### config.mk
export PLATFORM = sky130hd
export DESIGN_NAME = lcd_sink
export DESIGN_NICKNAME = d
export VERILOG_FILES = /design/src/rtl/lcd_pkg.sv /design/src/rtl/lcd_bus_sync.sv /design/src/rtl/lcd_sink.sv
export SDC_FILE = /design/constraint.sdc
export NUM_CORES = 1
export LEC_CHECK = 0
export BUFFER_PORTS_ARGS = -buffer_cell sky130_fd_sc_hd__buf_4
export CAP_MARGIN = 10
export CELL_PAD_IN_SITES_DETAIL_PLACEMENT = 0
export CELL_PAD_IN_SITES_GLOBAL_PLACEMENT = 1
export CORE_MARGIN = 5
export CORE_UTILIZATION = 53
export CTS_CLUSTER_DIAMETER = 30
export DETAILED_ROUTE_END_ITERATION = 10
export PLACE_DENSITY = 0.75
export SLEW_MARGIN = 20
export SYNTH_ARGS = -nofsm -noshare
export SYNTH_HDL_FRONTEND = slang
export SYNTH_SLANG_ARGS = --single-unit
### constraint.sdc
create_clock -name clk -period 5.5 [get_ports clk]
set_input_delay 1.1 -clock clk [delete_from_list [all_inputs] [get_ports clk]]
set_output_delay 1.1 -clock clk [all_outputs]
set_load 0.005 [all_outputs]
### src/rtl/lcd_pkg.sv
// Shared definitions for the HD44780-style LCD bus responder: opcodes,
// FSM states, DDRAM geometry and the address helper functions.
package lcd_pkg;

    typedef enum logic [1:0] {ST_IDLE, ST_EXEC, ST_CLEAR} state_e;

    localparam int DD_LINE_LEN = 40;
    localparam int DD_CELLS    = 80;
    localparam int CG_CELLS    = 64;

    localparam logic [6:0] LINE0_BASE = 7'h00;
    localparam logic [6:0] LINE1_BASE = 7'h40;

    // Instruction class is selected by the highest set bit of the opcode.
    localparam logic [7:0] OP_CLEAR  = 8'h01;
    localparam logic [7:0] OP_HOME   = 8'h02;
    localparam logic [7:0] OP_ENTRY  = 8'h04;
    localparam logic [7:0] OP_DISP   = 8'h08;
    localparam logic [7:0] OP_SHIFT  = 8'h10;
    localparam logic [7:0] OP_FUNC   = 8'h20;
    localparam logic [7:0] OP_CGADDR = 8'h40;
    localparam logic [7:0] OP_DDADDR = 8'h80;

    // DDRAM address (two 40-cell lines at 0x00 and 0x40) to flat index 0..79.
    function automatic logic [6:0] dd_index(input logic [6:0] a);
        if (a >= LINE1_BASE) return a - LINE1_BASE + 7'(DD_LINE_LEN);
        return a;
    endfunction

    // Out-of-line DDRAM addresses snap to the start of the following line.
    function automatic logic [6:0] dd_addr_fix(input logic [6:0] a);
        if (a >= LINE0_BASE + 7'(DD_LINE_LEN) && a < LINE1_BASE) return LINE1_BASE;
        if (a >= LINE1_BASE + 7'(DD_LINE_LEN)) return LINE0_BASE;
        return a;
    endfunction

    // Address counter step: CGRAM wraps mod 64, DDRAM hops between lines.
    function automatic logic [6:0] ac_step(input logic [6:0] a, input logic inc,
                                           input logic cg);
        if (cg) return {1'b0, (inc ? a[5:0] + 6'd1 : a[5:0] - 6'd1)};
        if (inc) begin
            if (a == LINE0_BASE + 7'(DD_LINE_LEN - 1)) return LINE1_BASE;
            if (a == LINE1_BASE + 7'(DD_LINE_LEN - 1)) return LINE0_BASE;
            return a + 7'd1;
        end
        if (a == LINE0_BASE) return LINE1_BASE + 7'(DD_LINE_LEN - 1);
        if (a == LINE1_BASE) return LINE0_BASE + 7'(DD_LINE_LEN - 1);
        return a - 7'd1;
    endfunction

endpackage

### src/rtl/lcd_bus_sync.sv
// Synchronizes the asynchronous LCD bus pins and turns a falling enable
// into a one-cycle transfer strobe carrying the last sampled rs/rw/data.
module lcd_bus_sync #(
    parameter int SYNC_STAGES = 2
) (
    input  logic       clk,
    input  logic       rst,
    input  logic       en_i,
    input  logic       rs_i,
    input  logic       rw_i,
    input  logic [7:0] data_i,
    output logic       en_s,
    output logic       rs_s,
    output logic       rw_s,
    output logic       xfer,
    output logic       x_rs,
    output logic       x_rw,
    output logic [7:0] x_data
);

    logic [SYNC_STAGES-1:0][10:0] sync_q, sync_d;
    logic [9:0] cap_q, cap_d;
    logic       en_prev_q, en_prev_d;
    logic [7:0] data_s;

    assign {en_s, rs_s, rw_s, data_s} = sync_q[SYNC_STAGES-1];
    assign xfer = en_prev_q & ~en_s;
    assign {x_rs, x_rw, x_data} = cap_q;

    // Shift chain, capture while enabled, and previous-enable for edge detect.
    always_comb begin
        sync_d[0] = {en_i, rs_i, rw_i, data_i};
        for (int i = 1; i < SYNC_STAGES; i++) sync_d[i] = sync_q[i-1];
        cap_d     = en_s ? {rs_s, rw_s, data_s} : cap_q;
        en_prev_d = en_s;
    end

    // Registers for the synchronizer and capture stage.
    always_ff @(posedge clk) begin
        if (rst) begin
            sync_q    <= '0;
            cap_q     <= '0;
            en_prev_q <= 1'b0;
        end else begin
            sync_q    <= sync_d;
            cap_q     <= cap_d;
            en_prev_q <= en_prev_d;
        end
    end

endmodule

### src/rtl/lcd_sink.sv
// LCD bus responder: decodes writer transfers into a DDRAM/CGRAM display
// model with address counter, control flags and mirror read ports.
module lcd_sink import lcd_pkg::*; #(
    parameter int         SYNC_STAGES = 2,
    parameter int         EXEC_CYCLES = 4,
    parameter logic [7:0] CLEAR_FILL  = 8'h20
) (
    input  logic       clk,
    input  logic       rst,
    input  logic       lcd_en,
    input  logic       lcd_rs,
    input  logic       lcd_rw,
    input  logic [7:0] lcd_data,
    output logic [7:0] lcd_q,
    input  logic [6:0] rd_addr,
    output logic [7:0] rd_data,
    input  logic [5:0] cg_rd_addr,
    output logic [7:0] cg_rd_data,
    output logic [6:0] ac,
    output logic       busy,
    output logic       disp_on,
    output logic       cursor_on,
    output logic       blink_on,
    output logic       two_line,
    output logic       overrun
);

    logic       en_s, rs_s, rw_s, xfer, x_rs, x_rw;
    logic [7:0] x_data;

    lcd_bus_sync #(.SYNC_STAGES(SYNC_STAGES)) u_sync (
        .clk(clk), .rst(rst), .en_i(lcd_en), .rs_i(lcd_rs), .rw_i(lcd_rw),
        .data_i(lcd_data), .en_s(en_s), .rs_s(rs_s), .rw_s(rw_s), .xfer(xfer),
        .x_rs(x_rs), .x_rw(x_rw), .x_data(x_data)
    );

    state_e     state_q, state_d;
    logic [6:0] ac_q, ac_d, cnt_q, cnt_d;
    logic       id_q, id_d, cg_mode_q, cg_mode_d, ovr_q, ovr_d;
    logic       disp_q, disp_d, cur_q, cur_d, blink_q, blink_d, two_q, two_d;
    logic [7:0] lcd_q_q, lcd_q_d, rd_data_q;
    logic [4:0] cg_rd_q;

    logic [7:0] ddram [DD_CELLS];
    logic [4:0] cgram [CG_CELLS];
    logic       dd_we, cg_we;
    logic [6:0] dd_widx;
    logic [7:0] dd_wdata, bus_rd;

    assign busy       = (state_q != ST_IDLE);
    assign ac         = ac_q;
    assign disp_on    = disp_q;
    assign cursor_on  = cur_q;
    assign blink_on   = blink_q;
    assign two_line   = two_q;
    assign overrun    = ovr_q;
    assign lcd_q      = lcd_q_q;
    assign rd_data    = rd_data_q;
    assign cg_rd_data = {3'b000, cg_rd_q};
    assign bus_rd     = cg_mode_q ? {3'b000, cgram[ac_q[5:0]]} : ddram[dd_index(ac_q)];

    // Next-state: FSM, instruction/data decode, memory write port, read-back.
    always_comb begin
        state_d = state_q;  ac_d = ac_q;  cnt_d = cnt_q;  id_d = id_q;
        cg_mode_d = cg_mode_q;  ovr_d = ovr_q;  disp_d = disp_q;  cur_d = cur_q;
        blink_d = blink_q;  two_d = two_q;  lcd_q_d = lcd_q_q;
        dd_we = 1'b0;  dd_widx = dd_index(ac_q);  dd_wdata = x_data;  cg_we = 1'b0;
        case (state_q)
            ST_CLEAR: begin
                dd_we    = 1'b1;
                dd_widx  = cnt_q;
                dd_wdata = CLEAR_FILL;
                cnt_d    = cnt_q + 7'd1;
                if (cnt_q == 7'(DD_CELLS - 1)) begin
                    state_d = ST_IDLE;  cnt_d = '0;  ac_d = '0;  id_d = 1'b1;  cg_mode_d = 1'b0;
                end
            end
            ST_EXEC: begin
                cnt_d = cnt_q + 7'd1;
                if (cnt_q == 7'(EXEC_CYCLES - 1)) begin
                    state_d = ST_IDLE;  cnt_d = '0;
                end
            end
            default: begin
                if (xfer && x_rw) begin
                    // Data read steps ac; busy-flag read has no side effect.
                    if (x_rs) ac_d = ac_step(ac_q, id_q, cg_mode_q);
                end else if (xfer) begin
                    state_d = ST_EXEC;
                    cnt_d   = '0;
                    if (x_rs) begin
                        dd_we = ~cg_mode_q;
                        cg_we = cg_mode_q;
                        ac_d  = ac_step(ac_q, id_q, cg_mode_q);
                    end else if (|(x_data & OP_DDADDR)) begin
                        cg_mode_d = 1'b0;  ac_d = dd_addr_fix(x_data[6:0]);
                    end else if (|(x_data & OP_CGADDR)) begin
                        cg_mode_d = 1'b1;  ac_d = {1'b0, x_data[5:0]};
                    end else if (|(x_data & OP_FUNC)) begin
                        two_d = x_data[3];
                    end else if (|(x_data & OP_SHIFT)) begin
                        if (!x_data[3]) ac_d = ac_step(ac_q, x_data[2], cg_mode_q);
                    end else if (|(x_data & OP_DISP)) begin
                        {disp_d, cur_d, blink_d} = x_data[2:0];
                    end else if (|(x_data & OP_ENTRY)) begin
                        id_d = x_data[1];
                    end else if (|(x_data & OP_HOME)) begin
                        ac_d = '0;  cg_mode_d = 1'b0;
                    end else if (|(x_data & OP_CLEAR)) begin
                        state_d = ST_CLEAR;
                    end
                end
            end
        endcase
        // Writes arriving while busy are dropped and flagged; reads still serviced.
        if (xfer && !x_rw && busy) ovr_d = 1'b1;
        if (en_s && rw_s) lcd_q_d = rs_s ? bus_rd : {busy, ac_q};
    end

    // Control state registers; reset restarts the clear fill.
    always_ff @(posedge clk) begin
        if (rst) begin
            state_q <= ST_CLEAR;  ac_q <= '0;  cnt_q <= '0;  id_q <= 1'b1;
            cg_mode_q <= 1'b0;  ovr_q <= 1'b0;  disp_q <= 1'b0;  cur_q <= 1'b0;
            blink_q <= 1'b0;  two_q <= 1'b0;  lcd_q_q <= '0;
        end else begin
            state_q <= state_d;  ac_q <= ac_d;  cnt_q <= cnt_d;  id_q <= id_d;
            cg_mode_q <= cg_mode_d;  ovr_q <= ovr_d;  disp_q <= disp_d;  cur_q <= cur_d;
            blink_q <= blink_d;  two_q <= two_d;  lcd_q_q <= lcd_q_d;
        end
    end

    // Dual-port memories: bus-side writes, independent mirror reads.
    always_ff @(posedge clk) begin
        if (dd_we && !rst) ddram[dd_widx] <= dd_wdata;
        if (cg_we && !rst) cgram[ac_q[5:0]] <= x_data[4:0];
        rd_data_q <= (rd_addr < 7'(DD_CELLS)) ? ddram[rd_addr] : 8'h00;
        cg_rd_q   <= cgram[cg_rd_addr];
    end

endmodule

==> flow_summary.ini <==
[critical_path]
worstRegToRegCells = 8
path_depth = 8
critPathLaunchType = register
critPathArrivalTime_ps = 4790
worstReg2RegEnd = lcd_q[0]
crit_start = ac[0]
cp_slowest_cell = dfxtp_4
critPathRequiredTime_ps = 6110
cp_cell_sequence = buf_4 > mux2_2 > a221oi_1 > o21ai_0 > a221oi_1 > nor4_1 > nor3_1 > o32ai_1
critical_path_class = register to register
crit_top_cell = a221oi_1
r2r_slack_ps = 1320
crit_fanout = 54
cp-end-kind = register
rr_startpoint = ac[0]
slowest_delay_ps = 880
crit_family = compound AO/OA/AOI/OAI gates
cp_num_buf_inv = 1

[sta]
rsz0062_at_grt = no
setup_violations = 0
fin_crit_sh_pct = 76.00
timing.fmax_mhz = 239.2
fin_ws_ps = 1320
timing.setup.tns_ps = 0
clock_skew_ps = 27.71
slew_viol_final = 0
period_minus_slack_ps = 4180
hold_viol = 0
worst_pin_slew_ps = 1259
maxSlewHeadroom_pct = 16.03

[power]
p_comb_share_pct = 5.2
power_density_nw_per_um2 = 383.4
vdd_drop_max_mv = 0.3299
p_sw_mw = 5.133
swShare_pct = 23.01
seqPwrFrac_pct = 39.3
clkPwrFrac_pct = 55.4
p_leak_nw = 18.64
internal_power_mw = 17.18

[clocking]
numCtsBuffers = 199
cts_sinks = 1043
clk_path_buf_depth = 3
cts.repair.resized = 0
cts-root-buf = clkbuf_16
clkTransAtPathRegs_ps = 50
cts_tree = yes
worstSkewPairLatency_ps = 790
postCtsHoldBufs = 0
cts_max_level = 4
cts_setup_buffers = 0

[placement]
dp_hpwl_um = 107600
gp_congestion = 0.9840
place_ws_ps = 1532
dp_cells = 4224
io_buffers = 59

[grt]
grt-ovfl-total = 0
antenna_found_initial = 3
grt_max_degree = 92
track_usage_pct = 33.05
grt_pass1_wl_um = 235400
grt_pass1_vias = 32820

[synth]
synth.avg_cell_area_um2 = 16.25
yosysSeqAreaShare_pct = 61.95
synth_largest_area_cell = edfxtp_1
synthFlopType = edfxtp_1
synthDistinctLibCells = 81
synth_edf_count = 960
yosysMostFrequentCell = edfxtp_1
synth_area_um2 = 49220
ys_ff_latch = 1043
async_flop_share_pct = 0
ys_warn_count = 0
postSynthCellCount = 3029
synth_top_cell_area_share_pct = 58.57
synth_common_cells = edfxtp_1 (960), mux4_2 (388), nor2_1 (259)
ys_top_cells_by_area = edfxtp_1 (59%), mux4_2 (18%), dfxtp_1 (3.4%)

[final_layout]
instances_no_fill = 4604
seqCellArea_um2 = 30510
area_delta_synth_final_pct = 18.22
fillers = 6504
multi_input_area_um2 = 17550
final_nets = 3218
drive_gt1_share_pct = 30.43

[die]
die-area_um2 = 99060
die_y_um = 314.7
initial_core_util_pct = 53.53
floorplan.rows = 111
die_width_um = 314.7
ios = 63
core_area_um2 = 91940

[status]
status = completed

[drt]
viasPerCell = 7.053
wirelength_um = 164800
drc = 0
drt_iter0_drc = 5074
firstDrtPassIters = 7
antenna_left = 0
avgRoutedWirePerCell_um = 35.80
routed-via-count = 32470

[worst_hold_path]
min_to = u_sync.rw_s
whs_path_depth = 1
hold_class = register to register
min_from = u_sync.sync_d[19]

[flow_run]
drv_cap = 0
logic make-up (layout without fill, tap and decap cells):
family	count (synthesis)	in the layout	synth area share (%)
xor+xnor	11	11	0.2110
compound gates	533	533	7.405
simple gates	585	585	5.450
other cells	1	6	0.007619
fa+ha+maj	9	9	0.2288
flops	1043	1043	61.95
buf+inv	256	583	2.629
mux	591	591	22.12
area by class of cell:
cell class,count,area share [%]
diodes,3,0.01290
clock buffers,220,8.838
clock inverters,156,3.071
inverters,16,0.1032
multi-input cells,1732,30.16
flip-flops and latches,1043,52.44
well taps,1243,2.673
repair buffers,191,2.705
registers in the layout, summed over array words and instances (netlist names), 2 cells and up, named ones only:
name,count
lcd_q,8
u_sync.cap_q,10
u_sync.sync_d,11
cgram,320
cg_rd_q,5
ddram,640
ac,7
u_sync.data_s,8
cnt_q,7
rd_data,8
state_q,2
metrics by stage:
step                      utilization [%]  cell area [um^2]  total power [mW]  hold WS [ps]
final                               63.29             58190             22.31         436.3
after global routing                63.28             58180             22.82         456.3
after CTS                           63.25             58160             22.33         440.7
after detailed placement            55.72             51230             10.05         428.7
after global placement              55.70             51210             10.04         424.9
after floorplan                         -             49230             9.589         413.8
cell usage in the layout (no fill, tap or decap), types with 39 or more instances in the layout:
cell type	n
a21oi_1	116
a22oi_1	39
buf_4	178
clkbuf_16	202
dfxtp_1	73
edfxtp_1	960
mux2_2	65
mux2i_1	134
mux4_2	388
nand2_1	118
nor2_1	259
o21ai_0	94
o22ai_1	53
worst max-delay path by stage:
stage	endpoint	slack (ps)
floorplan	ddram[0][2]	1390
global placement	rd_data[3]	1560
detailed placement	rd_data[3]	1530
CTS	ac[2]	1510
global route	ddram[33][4]	1300
finish	lcd_q[0]	1320
power by group through the flow:
stage,Clock [mW],Sequential (mW),Combinational (mW)
finish,12.4,8.78,1.17
detailed placement,0,8.92,1.13
global placement,0,8.92,1.12
CTS,12.4,8.77,1.13
global route,12.8,8.77,1.20
floorplan,0,8.89,0.694
worst register-to-register path, stage by stage (launching register included):
cell and delay [ps]:
dfxtp_4 880, buf_4 630, mux2_2 410, a221oi_1 330, o21ai_0 270, a221oi_1 500, nor4_1 170, nor3_1 650
o32ai_1 190
routing by layer:
layer  vias up  track usage [%]  share of wire (%)  routed length (um)
met4         6            18.24                6.5               10760
met1     16470            42.60                 35               57560
met3       568            9.801                 12               20440
li1      12920                -                  -                   -
met5         -           0.8399              0.060                  99
met2      2505            50.76                 46               75950
Note: power is estimated with default switching activity, not from simulation.
